**config.mk**
```make
export PLATFORM = sky130hd
export DESIGN_NAME = pam_gray_mapper
export DESIGN_NICKNAME = d
export VERILOG_FILES = /design/src/rtl/pam_gray_mapper.sv
export SDC_FILE = /design/constraint.sdc
export NUM_CORES = 1
export LEC_CHECK = 0
export ABC_AREA = 1
export ABC_CLOCK_PERIOD_IN_PS = 3200
export CAP_MARGIN = 40
export CORE_MARGIN = 1
export CORE_UTILIZATION = 55
export DETAILED_ROUTE_END_ITERATION = 7
export HOLD_SLACK_MARGIN = 0.1
export PLACE_DENSITY = 0.9
export RECOVER_POWER = 25
export SLEW_MARGIN = 20
export SYNTH_ARGS = -nofsm -noshare
export SYNTH_HDL_FRONTEND = slang
export SYNTH_SLANG_ARGS = --single-unit
```
**constraint.sdc**
```tcl
create_clock -name clk -period 3.2 [get_ports clk]
set_input_delay 0.48 -clock clk [delete_from_list [all_inputs] [get_ports clk]]
set_output_delay 0.48 -clock clk [all_outputs]
set_load 0.01 [all_outputs]
```
**src/rtl/pam_gray_mapper.sv**
```systemverilog
// rtl/pam_gray_mapper.sv - serial bit to PAM-N Gray symbol mapper with output FIFO (optional PRBS source: PAM_GRAY_MAPPER_PRBS_EN)
module pam_gray_mapper #(
    parameter int BITS_PER_SYM = 2,
    parameter int DEPTH        = 4
) (
    input  logic                      clk,
    input  logic                      reset_n,
    input  logic                      data_in,
    input  logic                      data_in_valid,
`ifdef PAM_GRAY_MAPPER_PRBS_EN
    input  logic                      prbs_en,
`endif
    output logic                      data_in_ready,
    input  logic                      flush,
    input  logic                      gray_bypass,
    output logic [BITS_PER_SYM-1:0]   symbol_out,
    output logic                      symbol_out_valid,
    input  logic                      symbol_out_ready,
    output logic [$clog2(DEPTH):0]    fifo_level,
    output logic [15:0]               sym_count
);

    localparam int AW = $clog2(DEPTH);
    localparam int LW = AW + 1;
    localparam int CW = $clog2(BITS_PER_SYM + 1);

    logic [BITS_PER_SYM-1:0] sh;
    logic [CW-1:0]           bcnt;
    logic [BITS_PER_SYM-1:0] mem [DEPTH];
    logic [AW-1:0]           wptr;
    logic [AW-1:0]           rptr;

    logic                    src_bit;
    logic                    src_valid;
    logic                    fifo_full;
    logic                    accept;
    logic [BITS_PER_SYM-1:0] sh_acc;
    logic [CW-1:0]           bcnt_acc;
    logic                    word_done;
    logic                    flush_ok;
    logic                    push;
    logic                    pop;
    logic [BITS_PER_SYM-1:0] push_data;

`ifdef PAM_GRAY_MAPPER_PRBS_EN
    logic [6:0] lfsr;

    // PRBS7 (x^7+x^6+1) replaces the serial input while enabled; it only steps when a bit is taken
    always_ff @(posedge clk or negedge reset_n) begin
        if (!reset_n) begin
            lfsr <= 7'h7F;
        end else if (prbs_en && data_in_ready) begin
            lfsr <= {lfsr[5:0], lfsr[6] ^ lfsr[5]};
        end
    end

    assign src_bit   = prbs_en ? lfsr[6] : data_in;
    assign src_valid = prbs_en | data_in_valid;
`else
    assign src_bit   = data_in;
    assign src_valid = data_in_valid;
`endif

    // Input is held off whenever the FIFO is full, even for a bit that would not complete a symbol
    assign fifo_full        = (fifo_level == LW'(DEPTH));
    assign data_in_ready    = !fifo_full;
    assign accept           = src_valid && data_in_ready;
    assign pop              = symbol_out_ready && (fifo_level != '0);
    assign symbol_out       = mem[rptr];
    assign symbol_out_valid = (fifo_level != '0);

    // Bits are placed directly at their MSB-first position, so a partial word is already left-aligned
    always_comb begin
        sh_acc = sh;
        for (int i = 0; i < BITS_PER_SYM; i++) begin
            if (accept && (bcnt == CW'(BITS_PER_SYM - 1 - i))) begin
                sh_acc[i] = src_bit;
            end
        end
        bcnt_acc  = bcnt + CW'(accept);
        word_done = (bcnt_acc == CW'(BITS_PER_SYM));
        flush_ok  = flush && (bcnt_acc != '0) && !word_done && !fifo_full;
        push      = word_done || flush_ok;
        push_data = gray_bypass ? sh_acc : (sh_acc ^ (sh_acc >> 1));
    end

    // Accumulator: clears after every FIFO write, otherwise keeps collecting bits
    always_ff @(posedge clk or negedge reset_n) begin
        if (!reset_n) begin
            sh   <= '0;
            bcnt <= '0;
        end else if (push) begin
            sh   <= '0;
            bcnt <= '0;
        end else begin
            sh   <= sh_acc;
            bcnt <= bcnt_acc;
        end
    end

    // FIFO storage and pointers; power-of-two depth lets the pointers wrap on overflow
    always_ff @(posedge clk or negedge reset_n) begin
        if (!reset_n) begin
            for (int i = 0; i < DEPTH; i++) begin
                mem[i] <= '0;
            end
            wptr <= '0;
            rptr <= '0;
        end else begin
            if (push) begin
                mem[wptr] <= push_data;
                wptr      <= wptr + 1'b1;
            end
            if (pop) begin
                rptr <= rptr + 1'b1;
            end
        end
    end

    // Occupancy tracks push/pop; a simultaneous push and pop leaves it unchanged
    always_ff @(posedge clk or negedge reset_n) begin
        if (!reset_n) begin
            fifo_level <= '0;
        end else begin
            case ({push, pop})
                2'b10:   fifo_level <= fifo_level + 1'b1;
                2'b01:   fifo_level <= fifo_level - 1'b1;
                default: fifo_level <= fifo_level;
            endcase
        end
    end

    // Popped-symbol counter, free-running with natural 16-bit wrap
    always_ff @(posedge clk or negedge reset_n) begin
        if (!reset_n) begin
            sym_count <= '0;
        end else if (pop) begin
            sym_count <= sym_count + 16'd1;
        end
    end

endmodule

```
==> flow_summary_export.csv, run 1 <==
group,metric,value,unit
cts,htreeDepth,2,
grt,grt_start_max_net_pins,36,
flow_run,cap_violations,1,
grt,grt_usage,22.8,%
place,place_ws,0.386,ns
sta,fin_crit_sh,77.2,%
die,core,3050,sq um
sta,final-hold-violation-count,0,
sta,rsz0062_at_grt,"no",
die,rows,20,
sta,fin_crit,2.47,ns
sta,finalSetupViolations,0,
status,status,"finished with violations",
place,hpwl,2400,um
setup_path,worst-path-buf-inv,3,
cts,holdBufCountCts,0,
die,die_y,58.7,um
min_path,holdCritPathClass,"register to register",
detailed_routing,drt_wl_total,3230,um
logic_synthesis,synthDistinctLibCells,23,
sta,worst_pin_slew,1.78,ns
setup_path,r2r-start,"fifo_level[0]",
grt,grt_pass1_vias,1346,
power_and_ir_drop,p_comb_share,45.7,%
detailed_routing,drc_errors,0,
setup_path,required,3.43,ns
final_layout,area_growth,24.0,%
die,initial_core_util,58.0,%
logic_synthesis,syn_nets,205,
place,routabilityCongestion,0.819,
cts,cts.clk_slew.worst_paths,0.11,ns
logic_synthesis,synth_warnings,0,
logic_synthesis,avgSynthCellArea,9.27,sq um
setup_path,cp_cell_sequence,"clkdlybuf4s50_1, nand3_2, nand2_1, nand2_1, nand2_1, nand2_2, inv_1, ha_1, inv_1, fa_1, a21oi_1, o21ai_0, xor2_1",
status,violations,"capacitance limit, slew limit",
setup_path,crit_fanout,12,
grt,grt-ovfl-total,0,
setup_path,path_class,"primary input to register",
power_and_ir_drop,p_seq_share,37.6,%
sta,worst_slack,0.731,ns
cts,clock_path_buffers,2,
detailed_routing,ant_nets,0,
cts,cts.repair.resized,0,
power_and_ir_drop,power_density,909,nW/um^2
sta,setup_tns,0,ns
logic_synthesis,synth_seq_area_share,49.5,%
cts,cts-root-buf,"clkbuf_4",
cts,clock_latency,0.35,ns
cts,cts_buffers,5,
setup_path,critPathTopFamily,"buffers and inverters",
logic_synthesis,syn_area,1770,sq um
power_and_ir_drop,power,2000,uW
cts,post_cts_buffers,0,
cts,cts_tree,"yes",
logic_synthesis,ys_seq_elements,35,
die,die-area,3450,sq um
power_and_ir_drop,p_switching,798,uW
sta,max_freq,405,MHz
final_layout,fin_util,71.9,%
setup_path,slowest_stage,"clkdlybuf4s50_1",
detailed_routing,dr.pass1.iters,4,
detailed_routing,drtIter0Drc,52,
final_layout,num_antenna_cells,0,
grt,grt_pass1_wl,5840,um
final_layout,drive_gt1_share,10.5,%
sta,whs,0.469,ns
setup_path,cp_slowest_stage_delay,0.59,ns
grt,antenna_found_initial,0,
power_and_ir_drop,internal_power,1200,uW
final_layout,final_nets,241,
setup_path,path_common_cell,"nand2_1",
place,io_buffers,29,
logic_synthesis,syn_inst,191,
power_and_ir_drop,ir_drop,0.525,mV
die,io_pins,30,
detailed_routing,via_count,1318,
min_path,hold_path_startpoint,"sym_count[15]",
detailed_routing,wl_per_cell,11.9,um
sta,slew_headroom,-18.7,%
power_and_ir_drop,power.share.clock,16.7,%
cts,cts_num_sinks,35,
sta,slew_violations,36,
die,die_width,58.7,um
setup_path,start_kind,"primary input",
setup_path,worstPathArrival,2.70,ns
final_layout,nFillCells,226,
sta,finClkSkew,0.00999,ns
detailed_routing,viasPerCell,4.85,
power_and_ir_drop,power.leakage,0.00107,uW
setup_path,critPathLaunch,"data_in_valid",
setup_path,cp-end-kind,"register",
power_and_ir_drop,switching_share,40.0,%
## registers in the layout, indices dropped and copies added (netlist names)
register / cells
sym_count: 16
sh: 2
bcnt: 2
mem: 8
fifo_level: 3
wptr: 2
rptr: 2
## per-layer routing
| layer | GRT usage (%) | wire [um] | vias up |
|---|---|---|---|
| met3 | 4.40 | 101 | 9 |
| met2 | 36.4 | 1580 | 23 |
| met4 | 13.9 | 88 | 0 |
| met5 | 0 | 0 | - |
| li1 | - | - | 683 |
| met1 | 28.6 | 1460 | 603 |
## per-stage QoR
step,cells,area [sq um]
4_1_cts,272,2200
3_5_place_dp,264,2110
6_report,272,2190
2_1_floorplan,191,1770
3_3_place_gp,264,2110
5_1_grt,272,2190
## final cells by class
type | count | area (sq um) | area share, %
repair buffers | 30 | 294 | 13.4
flip-flops and latches | 35 | 876 | 39.9
inverters | 25 | 93.8 | 4.28
multi-input cells | 130 | 790 | 36.0
clock inverters | 2 | 35.0 | 1.60
clock buffers | 6 | 51.3 | 2.34
well taps | 44 | 55.1 | 2.51
## worst paths after layout
check	to	slack (ns)	cells after the start
max reg2reg	fifo_level[2]	0.83	13
min in group asynchronous	sym_count[14]	1.13	2
min	sym_count[15]	0.47	1
max in group asynchronous	fifo_level[0]	1.04	2
max	fifo_level[2]	0.73	13
min reg2reg	sym_count[15]	0.47	1
## synth_stat cells
master / n / area [sq um]
buf_6: 1 / 11.3
inv_1: 24 / 90.1
nand3_1: 7 / 35.0
nand3b_1: 1 / 7.51
nor3_1: 5 / 25.0
inv_2: 1 / 3.75
nor2_1: 17 / 63.8
a21oi_1: 2 / 10.0
dfrtp_1: 35 / 876
nand4_1: 6 / 37.5
o21ai_0: 9 / 45.0
xor2_1: 12 / 105
nand2_1: 38 / 143
nand2_4: 4 / 45.0
xnor2_1: 6 / 52.6
o21ai_1: 3 / 15.0
o21ai_2: 4 / 35.0
ha_1: 6 / 75.1
nor2_4: 3 / 33.8
fa_1: 1 / 20.0
nand2_2: 3 / 18.8
nand3_2: 1 / 10.0
o22ai_1: 2 / 12.5
## layout by cell type, fill, tap and decap left out, types with 5 or more instances in the layout
cell             instances
dfrtp_1                 35
nor2_1                  17
clkbuf_4                 5
nor3_1                   5
xor2_1                  12
nand3_1                  7
ha_1                     6
xnor2_1                  6
nand2_1                 38
clkdlybuf4s50_1         28
o21ai_0                  9
nand4_1                  6
inv_1                   24
## power groups by stage
stage | clock network, uW | logic [uW] | registers [uW]
final | 333 | 912 | 750
after global routing | 357 | 1040 | 777
after global placement | 0 | 873 | 755
after detailed placement | 0 | 919 | 755
after CTS | 337 | 927 | 750
after floorplan | 0 | 589 | 757
## cells by family (layout without fill, tap and decap cells)
| family | after synthesis | in the layout | synth area share [%] |
|---|---|---|---|
| simple gates | 85 | 85 | 23.7 |
| fa+ha+maj | 7 | 7 | 5.37 |
| buf+inv | 26 | 63 | 5.94 |
| compound gates | 20 | 20 | 6.64 |
| flops | 35 | 35 | 49.5 |
| xor+xnor | 18 | 18 | 8.90 |
## worst reg2reg max path: cells and delay by family, from the launching register on
family / cells / cell delay [ns]
flops: 1 / 0.46
compound gates: 2 / 0.25
fa+ha+maj: 2 / 0.52
xor+xnor: 1 / 0.15
simple gates: 6 / 0.70
buf+inv: 2 / 0.18
Power figures use the tool's default switching activity.
==> run 2: changes to the inputs <==
- ABC_CLOCK_PERIOD_IN_PS: 3200 -> 2000
- CORE_UTILIZATION: 55 -> 47
- PLACE_DENSITY: 0.9 -> 0.83
- clock period: 3.2 -> 2 ns (I/O delays scaled with it)
==> run 2 against run 1 <==
Against the previous run:
- clock skew down 0.0046 ns
- the flow now finishes without violations
- global-route usage down 4.0 points
- critical path type is now register to register
- largest power group unchanged
- final cell count up 6.3%
- cell area up 8.7%
- sequential power up 60%
==> flow_summary_export.csv, run 2 (same netlist as run 1, synthesis figures left out) <==
group,metric,value,unit
detailed_routing,wl_per_cell,11.8,um
grt,grt_pass1_vias,1353,
final_layout,fin_util,68.8,%
power_and_ir_drop,p_seq_share,33.6,%
detailed_routing,drc_errors,0,
sta,whs,0.478,ns
detailed_routing,viasPerCell,4.82,
setup_path,slowest_stage,"dfrtp_2",
setup_path,reg2regPathDepth,13,
cts,cts-root-buf,"clkbuf_8",
setup_path,crit_fanout,6,
die,rows,21,
cts,cts_tree,"yes",
setup_path,start_kind,"register",
setup_path,worstPathArrival,2.13,ns
power_and_ir_drop,ir_drop,0.996,mV
final_layout,area_growth,34.8,%
setup_path,path_class,"register to register",
power_and_ir_drop,p_switching,1360,uW
setup_path,cp_cell_sequence,"nor2_4, nand2_4, nand2_2, nand2_2, nand4_1, nand2_2, inv_2, ha_4, inv_2, fa_2, a21oi_2, o21ai_1, xor2_1",
sta,finClkSkew,0.00543,ns
grt,antenna_found_initial,0,
final_layout,nFillCells,274,
setup_path,cp_slowest_stage_delay,0.43,ns
min_path,hold_path_depth,1,
sta,final-hold-violation-count,0,
cts,clock_latency,0.28,ns
power_and_ir_drop,switching_share,38.1,%
final_layout,largest_reg_flops,16,
cts,cts.clk_slew.worst_paths,0.07,ns
final_layout,drive_gt1_share,21.4,%
place,io_buffers,29,
sta,finalSetupViolations,0,
sta,rsz0062_at_grt,"yes",
power_and_ir_drop,power.leakage,0.00116,uW
sta,slew_violations,0,
power_and_ir_drop,internal_power,2220,uW
sta,slew_headroom,44.7,%
die,die_width,63.4,um
sta,fin_crit_sh,98.2,%
flow_run,cap_violations,0,
setup_path,cp-end-kind,"register",
die,die_y,63.4,um
die,initial_core_util,51.0,%
place,routabilityCongestion,0.792,
detailed_routing,dr.pass1.iters,4,
cts,htreeDepth,2,
detailed_routing,ant_nets,0,
detailed_routing,via_count,1394,
sta,max_freq,509,MHz
power_and_ir_drop,power.share.clock,18.0,%
final_layout,layout_common_cells,"35 x nand2_1, 33 x dfrtp_1, 27 x clkdlybuf4s50_1",
power_and_ir_drop,p_comb_share,48.4,%
grt,grt_usage,18.7,%
die,io_pins,30,
sta,worst_pin_slew,0.830,ns
cts,cts_num_sinks,35,
status,status,"complete, no violations",
detailed_routing,drt_wl_total,3400,um
setup_path,path_common_cell,"nand2_2",
setup_path,required,2.16,ns
final_layout,largest_register,"sym_count",
sta,fin_crit,1.96,ns
detailed_routing,drtIter0Drc,77,
final_layout,final_nets,256,
cts,cts_buffers,5,
die,core,3470,sq um
final_layout,num_antenna_cells,0,
min_path,holdCritPathClass,"register to register",
power_and_ir_drop,power_density,1500,nW/um^2
grt,grt-ovfl-total,0,
cts,clock_path_buffers,2,
place,hpwl,2410,um
final_layout,layout_top_registers,"sym_count: 16 flops, mem: 8 flops, fifo_level: 3 flops",
die,die-area,4020,sq um
grt,grt_start_max_net_pins,36,
grt,grt_pass1_wl,5900,um
final_layout,layout_commonest_cell,"nand2_1",
run 2: worst max-delay path: cells and delay by family, from the launching register on:
| kind | cells | cell delay (ns) |
|---|---|---|
| adders and majority gates | 2 | 0.46 |
| DFF | 1 | 0.43 |
| AOI/OAI and AO/OA | 2 | 0.19 |
| buffers and inverters | 2 | 0.10 |
| xor gates and xnor gates | 1 | 0.14 |
| and+or+nand+nor | 6 | 0.53 |
run 2: worst paths after layout:
| kind | slack, ns | start | end |
|---|---|---|---|
| max in group asynchronous | 0.78 | reset_n | fifo_level[1] |
| min in group asynchronous | 0.64 | reset_n | sym_count[13] |
| setup reg to reg | 0.04 | fifo_level[1] | fifo_level[2] |
| hold reg to reg | 0.48 | sym_count[15] | sym_count[15] |
| setup / recovery | 0.04 | fifo_level[1] | fifo_level[2] |
| hold / removal | 0.48 | sym_count[15] | sym_count[15] |
run 2: layout make-up:
cell class / instances / area (sq um) / share of cell area [%]
Sequential cell: 35 / 878 / 36.8
Inverter: 25 / 93.8 / 3.93
Multi-Input combinational cell: 130 / 828 / 34.7
Timing Repair Buffer: 45 / 410 / 17.2
Clock inverter: 2 / 35.0 / 1.47
Clock buffer: 6 / 82.6 / 3.46
Tap cell: 46 / 57.6 / 2.41
run 2: repair_timing:
item                                    CTS  global route
endpoints found under the setup margin    1             4
endpoints found under the hold margin     0             0
pin swaps                                 1             2
buffers inserted                          3             1
gates resized for setup                   0             7
hold buffers                              0             0
run 2: per-stage QoR:
| stage | TNS, ns | std cells | cell area (sq um) | worst slack (ns) | total power [uW] |
|---|---|---|---|---|---|
| final | 0 | 289 | 2390 | 0.0366 | 3580 |
| after global routing | -0.115 | 289 | 2390 | -0.0774 | 3850 |
| after CTS | 0 | 288 | 2360 | 0.0138 | 3560 |
| after detailed placement | -0.363 | 277 | 2220 | -0.249 | 2840 |
| after global placement | -0.264 | 277 | 2220 | -0.189 | 2780 |
| after floorplan | -0.129 | 191 | 1790 | -0.108 | 2210 |
run 2: power groups by stage:
| stage | clock (uW) | combinational (uW) | sequential [uW] |
|---|---|---|---|
| finish | 645 | 1730 | 1200 |
| detailed placement | 0 | 1640 | 1200 |
| floorplan | 0 | 994 | 1220 |
| global route | 693 | 1920 | 1240 |
| CTS | 662 | 1700 | 1200 |
| global placement | 0 | 1590 | 1200 |
run 2: layer usage:
metal | global-route usage (%) | vias up | wire length, um
met5 | 0 | - | 0
met4 | 7.67 | 0 | 53
met3 | 3.44 | 6 | 108
met2 | 31.4 | 24 | 1680
met1 | 23.5 | 654 | 1560
li1 | - | 710 | -
==> run 3: changes to the inputs <==
- CAP_MARGIN: 40 -> not set
- SETUP_SLACK_MARGIN: not set -> 0.2
==> run 3 against run 2 <==
Against the previous run:
- global-route usage rose by 0.32 points
- cell area rose by 2.0%
- critical path depth did not move
- worst setup slack got worse by 0.012 ns
- sequential power barely moved
- die area did not move
- final cell count rose by 1.7%
- clock skew rose by 0.00056 ns
- flip-flop and latch count did not move
- largest cell class unchanged
- via count rose by 2.2%
- hold slack barely moved
- wire length rose by 3.5%
==> flow_summary_export.csv, run 3 (same netlist as run 1, synthesis figures left out) <==
group,metric,value,unit
die,die_width,63.4,um
setup_path,r2r-start,"fifo_level[1]",
setup_path,r2r_end,"fifo_level[2]",
detailed_routing,drtIter0Drc,64,
sta,finClkSkew,0.00599,ns
detailed_routing,drc_errors,0,
grt,antenna_found_initial,0,
place,hpwl,2410,um
sta,final-hold-violation-count,0,
grt,grt_usage,19.0,%
setup_path,path_class,"register to register",
detailed_routing,drt_wl_total,3520,um
die,io_pins,30,
detailed_routing,via_count,1424,
detailed_routing,ant_nets,0,
final_layout,fin_util,70.2,%
final_layout,seq_area,878,sq um
flow_run,cap_violations,0,
sta,finalSetupViolations,0,
cts,cts_num_sinks,35,
detailed_routing,viasPerCell,4.84,
grt,grt_pass1_vias,1362,
die,initial_core_util,51.0,%
power_and_ir_drop,ir_drop,1.07,mV
die,core,3470,sq um
sta,fin_crit_sh,98.8,%
cts,cts_buffers,5,
min_path,hold_path_startpoint,"sym_count[15]",
cts,htreeDepth,2,
grt,grt-ovfl-total,0,
detailed_routing,wl_per_cell,12.0,um
final_layout,largest_register,"sym_count",
final_layout,area_growth,37.5,%
final_layout,nFillCells,261,
sta,fin_crit,1.98,ns
place,io_buffers,29,
sta,rsz0062_at_grt,"yes",
sta,worst_pin_slew,0.831,ns
setup_path,worstPathArrival,2.14,ns
sta,whs,0.478,ns
setup_path,reg2regPathDepth,13,
grt,grt_start_max_net_pins,36,
die,die_y,63.4,um
sta,slew_violations,0,
min_path,whs_endpoint,"sym_count[15]",
final_layout,layout_commonest_cell,"dfrtp_1",
grt,grt_pass1_wl,5990,um
final_layout,drive_gt1_share,24.6,%
setup_path,crit_fanout,6,
final_layout,largest_reg_flops,16,
place,routabilityCongestion,0.792,
die,die-area,4020,sq um
final_layout,layout_common_cells,"33 x dfrtp_1, 32 x nand2_1, 24 x clkdlybuf4s50_1",
die,rows,21,
cts,clock_latency,0.29,ns
final_layout,multi_input_area,840,sq um
power_and_ir_drop,power.leakage,0.00119,uW
status,status,"complete, no violations",
min_path,holdCritPathClass,"register to register",
setup_path,start_kind,"register",
detailed_routing,dr.pass1.iters,4,
cts,cts-root-buf,"clkbuf_8",
final_layout,layout_top_registers,"sym_count: 16 flops, mem: 8 flops, fifo_level: 3 flops",
sta,setup_tns,0,ns
sta,max_freq,506,MHz
final_layout,final_nets,261,
power_and_ir_drop,power_density,1520,nW/um^2
cts,clock_path_buffers,2,
cts,cts_tree,"yes",
cts,cts.clk_slew.worst_paths,0.07,ns
min_path,hold_path_depth,1,
setup_path,required,2.17,ns
setup_path,cp-end-kind,"register",
power_and_ir_drop,power,3690,uW
setup_path,ff2ff_setup_slack,0.02,ns
sta,slew_headroom,44.6,%
final_layout,num_antenna_cells,0,
## run 3: timing repair
item / in CTS / in global routing
hold buffers: 0 / 0
setup endpoints to repair: 4 / 3
pin swaps: 2 / 3
hold endpoints to repair: 0 / 0
resized for setup: 9 / 6
setup buffers: 6 / 3
## run 3: per-stage QoR
| step | area [sq um] | instances | worst slack [ns] |
|---|---|---|---|
| 2_1_floorplan | 1790 | 191 | -0.108 |
| 5_1_grt | 2430 | 294 | -0.0783 |
| 3_5_place_dp | 2220 | 277 | -0.249 |
| 6_report | 2430 | 294 | 0.0248 |
| 4_1_cts | 2390 | 291 | 0.0572 |
| 3_3_place_gp | 2220 | 277 | -0.189 |
## run 3: power breakdown
part / internal, uW / switching [uW]
logic: 912 / 937
registers: 966 / 230
clock network: 403 / 246
## run 3: layout make-up
class	count	share of cell area (%)
clock buffer	6	3.39
sequential	35	36.1
timing repair buffer	50	18.4
inverter	25	3.85
multi-input combinational	130	34.5
clock inverter	2	1.44
tap	46	2.36
## run 3: worst max-delay path by stage
stage                                to     startpoint  cells past startpoint
final                     fifo_level[2]  fifo_level[1]                     13
after global routing      fifo_level[2]  fifo_level[1]                     13
after CTS                 fifo_level[2]  fifo_level[0]                     13
after detailed placement  fifo_level[2]  data_in_valid                     13
after global placement    fifo_level[2]  data_in_valid                     13
after floorplan           fifo_level[2]  fifo_level[1]                     14
## run 3: worst max-delay path: stages, from the launching register on
cell and delay, ns:
dfrtp_2 0.43, nor2_4 0.14, nand2_4 0.10, nand2_2 0.08, nand2_2 0.06, nand4_1 0.08
nand2_2 0.07, inv_2 0.06, ha_4 0.12, inv_2 0.04, fa_2 0.34, a21oi_2 0.11
o21ai_1 0.08, xor2_1 0.14
## run 3: layer usage
layer	vias up	share of wire [%]	wire [um]	GRT usage (%)
li1	720	-	-	-
met1	678	45	1570	24.2
met2	21	51	1790	32.2
met3	5	3.0	106	3.44
met4	0	1.5	53	6.82
met5	-	0	0	0
